**config.mk**
```make
export PLATFORM = sky130hd
export DESIGN_NAME = glacier_scheduler
export DESIGN_NICKNAME = d
export VERILOG_FILES = /design/src/rtl/glacier_pkg.sv /design/src/rtl/lfsr16.sv /design/src/rtl/glacier_scheduler.sv
export SDC_FILE = /design/constraint.sdc
export NUM_CORES = 1
export LEC_CHECK = 0
export CORE_MARGIN = 8
export CORE_UTILIZATION = 30
export CTS_CLUSTER_SIZE = 14
export DETAILED_ROUTE_END_ITERATION = 8
export PLACE_DENSITY = 0.62
export SLEW_MARGIN = 25
export SYNTH_ARGS = -nofsm -noshare
export SYNTH_HDL_FRONTEND = slang
export SYNTH_SLANG_ARGS = --single-unit
```
**constraint.sdc**
```tcl
create_clock -name i_clk -period 4.3 [get_ports i_clk]
set_input_delay 0.86 -clock i_clk [delete_from_list [all_inputs] [get_ports i_clk]]
set_output_delay 0.86 -clock i_clk [all_outputs]
set_load 0.05 [all_outputs]
```
**src/rtl/glacier_pkg.sv**
```systemverilog
// Shared types and constants for the glacier obstacle scheduler.
package glacier_pkg;

  typedef struct packed {
    logic        active;
    logic [15:0] x;
    logic [15:0] y;
  } slot_t;

  typedef enum logic [1:0] {
    ST_IDLE   = 2'd0,
    ST_UPDATE = 2'd1,
    ST_SPAWN  = 2'd2
  } sched_state_t;

  localparam int unsigned DEFAULT_SPAWN_X = 440;
  localparam int unsigned DEFAULT_SPAWN_Y = 160;
  localparam int unsigned DEFAULT_Y_LIMIT = 600;
  localparam logic [15:0] LFSR_SEED       = 16'hACE1;

  // Priority pick: lowest set bit wins, zero when nothing is set.
  function automatic logic [2:0] lowest_index(input logic [7:0] v);
    lowest_index = 3'd0;
    for (int i = 7; i >= 0; i--) begin
      if (v[i]) lowest_index = 3'(i);
    end
  endfunction

endpackage

```
**src/rtl/lfsr16.sv**
```systemverilog
// 16-bit Fibonacci LFSR (taps 16,14,13,11), steps when en is high, seeds on reset.
module lfsr16
  import glacier_pkg::*;
(
  input  logic        clk,
  input  logic        rst,
  input  logic        en,
  output logic [15:0] value
);

  logic feedback;

  assign feedback = value[15] ^ value[13] ^ value[12] ^ value[10];

  always_ff @(posedge clk) begin
    if (rst) begin
      value <= LFSR_SEED;
    end else if (en) begin
      value <= {value[14:0], feedback};
    end
  end

endmodule

```
**src/rtl/glacier_scheduler.sv**
```systemverilog
// Glacier slot pool: frame-synchronous spawn/move/retire plus per-pixel hit arbitration.
// Optional randomised spawn x is enabled with `define GLACIER_SCHED_LFSR_EN.
module glacier_scheduler
  import glacier_pkg::*;
#(
  parameter int unsigned NUM_SLOTS    = 4,
  parameter int unsigned SPAWN_PERIOD = 60,
  parameter int unsigned SPAWN_X      = DEFAULT_SPAWN_X,
  parameter int unsigned SPAWN_Y      = DEFAULT_SPAWN_Y,
  parameter int unsigned Y_LIMIT      = DEFAULT_Y_LIMIT,
  parameter int unsigned DX           = 1,
  parameter int unsigned DY           = 1
) (
  input  logic                      i_clk,
  input  logic                      i_rst,
  input  logic                      i_v_sync,
  input  logic [NUM_SLOTS-1:0]      i_hit_vec,
  output logic [16*NUM_SLOTS-1:0]   o_slot_x,
  output logic [16*NUM_SLOTS-1:0]   o_slot_y,
  output logic [NUM_SLOTS-1:0]      o_slot_active,
  output logic [2:0]                o_sel,
  output logic                      o_hit,
  output logic                      o_busy,
  output logic                      o_overrun
);

  sched_state_t         state;
  sched_state_t         state_next;
  slot_t                slots [NUM_SLOTS];
  logic [2:0]           slot_idx;
  logic [15:0]          spawn_timer;
  logic [15:0]          spawn_x;
  logic [2:0]           spawn_idx;
  logic [NUM_SLOTS-1:0] active_vec;
  logic [NUM_SLOTS-1:0] hit_mask;
  logic                 last_slot;
  logic                 overrun;
  logic                 sync_meta;
  logic                 sync_stable;
  logic                 sync_prev;
  logic                 frame_tick;

  // v_sync comes from another domain: two flops, then a registered rising-edge detect.
  always_ff @(posedge i_clk) begin
    if (i_rst) begin
      sync_meta   <= 1'b0;
      sync_stable <= 1'b0;
      sync_prev   <= 1'b0;
      frame_tick  <= 1'b0;
    end else begin
      sync_meta   <= i_v_sync;
      sync_stable <= sync_meta;
      sync_prev   <= sync_stable;
      frame_tick  <= sync_stable & ~sync_prev;
    end
  end

`ifdef GLACIER_SCHED_LFSR_EN
  logic [15:0] lfsr_value;

  lfsr16 u_lfsr (
    .clk   (i_clk),
    .rst   (i_rst),
    .en    (state == ST_SPAWN),
    .value (lfsr_value)
  );

  assign spawn_x = 16'(SPAWN_X) + {7'd0, lfsr_value[8:0]};
`else
  assign spawn_x = 16'(SPAWN_X);
`endif

  assign last_slot = (slot_idx == 3'(NUM_SLOTS - 1));

  always_ff @(posedge i_clk) begin
    if (i_rst) begin
      state <= ST_IDLE;
    end else begin
      state <= state_next;
    end
  end

  always_comb begin
    state_next = state;
    case (state)
      ST_IDLE:   if (frame_tick) state_next = ST_UPDATE;
      ST_UPDATE: if (last_slot) state_next = ST_SPAWN;
      ST_SPAWN:  state_next = ST_IDLE;
      default:   state_next = ST_IDLE;
    endcase
  end

  always_comb begin
    o_busy = (state != ST_IDLE);
  end

  always_comb begin
    active_vec = '0;
    o_slot_x   = '0;
    o_slot_y   = '0;
    for (int k = 0; k < NUM_SLOTS; k++) begin
      active_vec[k]        = slots[k].active;
      o_slot_x[16*k +: 16] = slots[k].x;
      o_slot_y[16*k +: 16] = slots[k].y;
    end
  end

  assign o_slot_active = active_vec;
  assign spawn_idx     = lowest_index(8'(~active_vec));
  assign hit_mask      = i_hit_vec & active_vec;
  assign o_hit         = |hit_mask;
  assign o_sel         = lowest_index(8'(hit_mask));
  assign o_overrun     = overrun;

  // Slot state only moves while busy; the x < DX guard keeps x from wrapping below zero.
  always_ff @(posedge i_clk) begin
    if (i_rst) begin
      for (int k = 0; k < NUM_SLOTS; k++) slots[k] <= '0;
      spawn_timer <= 16'(SPAWN_PERIOD - 1);
      slot_idx    <= 3'd0;
      overrun     <= 1'b0;
    end else begin
      overrun <= frame_tick && (state != ST_IDLE);
      case (state)
        ST_IDLE: begin
          if (frame_tick) slot_idx <= 3'd0;
        end
        ST_UPDATE: begin
          for (int k = 0; k < NUM_SLOTS; k++) begin
            if (3'(k) == slot_idx && slots[k].active) begin
              if (slots[k].y > 16'(Y_LIMIT) || slots[k].x < 16'(DX)) begin
                slots[k].active <= 1'b0;
              end else begin
                slots[k].y <= slots[k].y + 16'(DY);
                slots[k].x <= slots[k].x - 16'(DX);
              end
            end
          end
          if (!last_slot) slot_idx <= slot_idx + 3'd1;
        end
        ST_SPAWN: begin
          if (spawn_timer != 16'd0) begin
            spawn_timer <= spawn_timer - 16'd1;
          end else if (!(&active_vec)) begin
            for (int k = 0; k < NUM_SLOTS; k++) begin
              if (3'(k) == spawn_idx) begin
                slots[k].active <= 1'b1;
                slots[k].x      <= spawn_x;
                slots[k].y      <= 16'(SPAWN_Y);
              end
            end
            spawn_timer <= 16'(SPAWN_PERIOD - 1);
          end
        end
        default: ;
      endcase
    end
  end

endmodule
```
==> results by group <==
Worst setup path
  • R2r setup slk: 1080 ps
  • Crit path arrival time: 2470 ps
  • Setup CP Type: input pin to output pin
  • Critical path depth: 4
  • CP endpoint kind: output pin
  • WP data required: 3440 ps
  • Crit path max-delay family: buffers and inverters
  • Crit-path cells: clkdlybuf4s50_1 -> a22oi_1 -> nor2b_1 -> clkdlybuf4s50_1
  • Max FO, Critical Path: 2
  • Critical R2R Launch: spawn_timer[7]
  • R2R Path End: slots[1][8]
  • Startpoint Class: input pin
  • Critical path's most frequent cell: clkdlybuf4s50_1
  • Cell count of the worst reg-to-reg path: 7
  • Slowest stage cell, crit path: clkdlybuf4s50_1
  • CP peak stage delay: 810 ps
  • Crit path buffers/inverters: 2

Synthesis
  • Cell count after synthesis: 836
  • Post-synth ARST share: 0
  • Area of the mapped netlist: 0.00790 mm2
  • Mapped Nets: 862
  • Synth cell types: 64
  • Synth warn: 0
  • Post-synth EDFFs: 65
  • Seq cells post-synth: 158
  • Mean Syn Cell Area: 9.45 um2
  • Post-synthesis sequential area ratio: 0.483
  • Top FF cell, synth: dfxtp_1

Drt
  • DR WL/cell: 15.8 um
  • Drt initial violations: 416
  • Via count: 6674
  • Antenna Nets Post-Route: 0
  • First-pass detailed-route iteration total: 4
  • Via/cell ratio: 5.01
  • Total wire length: 21000 um
  • DRC: 0

Floorplanning
  • I/O pin total: 145
  • Rows: 59
  • Initial core utilization: 0.304
  • Die Ht: 178 um
  • Die width: 178 um
  • Core area: 0.0260 mm2
  • Die Area: 0.0318 mm2

Place
  • Hpwl dp: 15300 um
  • Port bufs: 143
  • Placed cell count: 1301
  • GP Congestion: 0.768
  • Post-Place Cell Area: 0.00978 mm2

STA
  • # setup viols final: 0
  • Unrepaired setup endpoints after global routing: no
  • Slew Limit Fails: 0
  • Worst Skew: 15.5 ps
  • Final Cycle Share: 0.775
  • Max Freq: 0.300 GHz
  • Worst Tran Pin Value: 879 ps
  • Fin crit period: 3330 ps
  • Setup TNS: 0 ps
  • Final hold vios: 0
  • Max transition margin: 0.413

Layout
  • Post-route cell area: 0.0104 mm2
  • Fill cell count: 2581
  • Ant diodes: 0
  • Layout cells sized above 1: 0.0621
  • Final net count: 1011
  • Synth-to-layout area growth: 31.2%
  • Final Non-Filler Cells: 1333

Run
  • Max cap viols: 0

Status
  • Status: finished clean

Clock tree
  • CTS tree: done
  • # Post-CTS Setup Buffers: 0
  • Deepest clock path buffer count: 2
  • Resized cells post-CTS: 0
  • Htree depth: 4
  • Worst-path clk slew: 60 ps
  • Clk_lat worst skew: 430 ps
  • CTS Hold Buffers Added: 0
  • Clock tree sinks: 158
  • Root Buffer: clkbuf_16
  • TritonCTS buffer count: 17

Global routing
  • GRT overflow: 0
  • Initial antenna violation count: 0
  • Vias in the first global route: 6291
  • Largest net degree at the start of global routing: 33
  • Gr usage total: 0.131
  • First-pass GRT wire length: 33700 um

Worst hold path
  • Hold WC Path Type: flop to flop
  • Hold_sp: sync_prev
  • Worst Hold End: frame_tick
  • Hold path cells: 1

Pwr
  • P_int: 2.50 mW
  • VDD IR max: 0.160 mV
  • Leakage: 3.69 nW
  • Sequential share of power: 0.485
  • Comb pwr share: 0.067
  • Clk network pwr share: 0.448
  • Sw frac: 0.250
  • Pwr dens: 321 mW/mm2
  • P_sw: 0.832 mW
## layer usage
metal  global-route usage  share of wire  vias up
met5                    0              0        -
met3               0.0396          0.073       14
met1                0.173           0.47     3194
met4               0.0338         0.0090        0
li1                     -              -     3293
met2                0.204           0.45      173
## sequential cells by signal, indices dropped and copies added (netlist names)
| register | flops |
|---|---|
| sync_meta | 1 |
| frame_tick | 1 |
| o_overrun | 1 |
| state | 2 |
| slots | 132 |
| sync_prev | 1 |
| slot_idx | 3 |
| spawn_timer | 16 |
| sync_stable | 1 |
## layout make-up
| type | count | area, um2 | area share |
|---|---|---|---|
| Multi-Input combinational cell | 626 | 3910 | 0.377 |
| Sequential cell | 158 | 3810 | 0.368 |
| Timing Repair Buffer | 154 | 1530 | 0.148 |
| Clock buffer | 19 | 453 | 0.0437 |
| Tap cell | 335 | 419 | 0.0404 |
| Clock inverter | 13 | 129 | 0.0124 |
| Inverter | 28 | 105 | 0.0101 |
## cell usage in the layout, fill, tap and decap left out, types with 3 or more instances in the layout
cell type / count
ha_1: 19
xnor2_1: 42
and2_0: 3
nor2b_1: 13
nor2_1: 123
buf_4: 10
a21oi_1: 34
a21o_1: 3
clkdlybuf4s50_1: 143
nor4_1: 23
nor3_1: 18
mux2i_1: 4
nand3b_1: 6
edfxtp_1: 65
nand2_1: 53
clkinv_4: 4
nand4_1: 13
nand2b_1: 9
a211oi_1: 4
a31oi_1: 6
nand4b_1: 3
clkbuf_16: 17
and3_1: 14
nand3_1: 46
and2_1: 20
dfxtp_1: 93
o21ai_0: 28
xor2_1: 47
and4_1: 7
or4_1: 11
o31a_1: 4
or2_2: 5
o31ai_1: 5
or3_1: 14
nor4b_1: 4
a22oi_1: 3
inv_1: 28
a211o_1: 3
o21bai_1: 4
## worst register-to-register path, cell delays in order, from the launching register on
cell and delay [ps]:
dfxtp_1 350, or4_1 610, or4b_4 570, nor4_4 310, nand3b_1 320, nand2_1 180, o21bai_2 120, buf_4 390
## Yosys cell counts, types with 14 or more instances
| master | number | share of area |
|---|---|---|
| nor4_1 | 23 | 0.018 |
| nand2_1 | 53 | 0.025 |
| dfxtp_1 | 93 | 0.24 |
| and2_1 | 20 | 0.016 |
| o21ai_0 | 28 | 0.018 |
| a21oi_1 | 35 | 0.022 |
| xor2_1 | 47 | 0.052 |
| nand3_1 | 46 | 0.029 |
| nor3_1 | 18 | 0.011 |
| or3_1 | 14 | 0.011 |
| xnor2_1 | 42 | 0.047 |
| nor2_1 | 123 | 0.058 |
| and3_1 | 14 | 0.011 |
| inv_1 | 28 | 0.013 |
| clkbuf_1 | 18 | 0.0086 |
| edfxtp_1 | 65 | 0.25 |
| ha_1 | 19 | 0.030 |
## metrics by stage
stage                     utilization  hold WS, ps  power, mW  worst slack [ps]
after floorplan                     -          367       1.79               432
after global placement          0.375          374       1.87               974
after detailed placement        0.376          381       1.87               958
after CTS                       0.399          391       3.38               957
after global routing            0.399          398       3.45               843
final                           0.399          386       3.33               969
## worst max-delay path by stage
stage | startpoint | endpoint | slack [ps]
after floorplan | spawn_timer[2] | slots[0][0] | 430
after global placement | i_hit_vec[1] | o_sel[1] | 970
after detailed placement | i_hit_vec[1] | o_sel[1] | 960
after CTS | i_hit_vec[1] | o_sel[1] | 960
after global routing | spawn_timer[7] | slots[1][6] | 840
final | i_hit_vec[1] | o_sel[1] | 970
## power groups by stage
stage,Clock [mW],Sequential [mW],Combinational (mW)
3_3_place_gp,0,1.65,0.220
5_1_grt,1.60,1.62,0.235
6_report,1.49,1.61,0.222
2_1_floorplan,0,1.72,0.0704
4_1_cts,1.54,1.61,0.224
3_5_place_dp,0,1.65,0.223
## cells by family after synthesis
| kind of cell | after synthesis | share of synthesized area |
|---|---|---|
| muxes | 4 | 0.00507 |
| and+or+nand+nor | 396 | 0.261 |
| DFF | 158 | 0.483 |
| other | 1 | 0.000475 |
| xor gates and xnor gates | 89 | 0.0987 |
| AOI/OAI and AO/OA | 117 | 0.0958 |
| buffers and inverters | 52 | 0.0260 |
| adders and majority gates | 19 | 0.0301 |
Note: power is estimated with default switching activity, not from simulation.
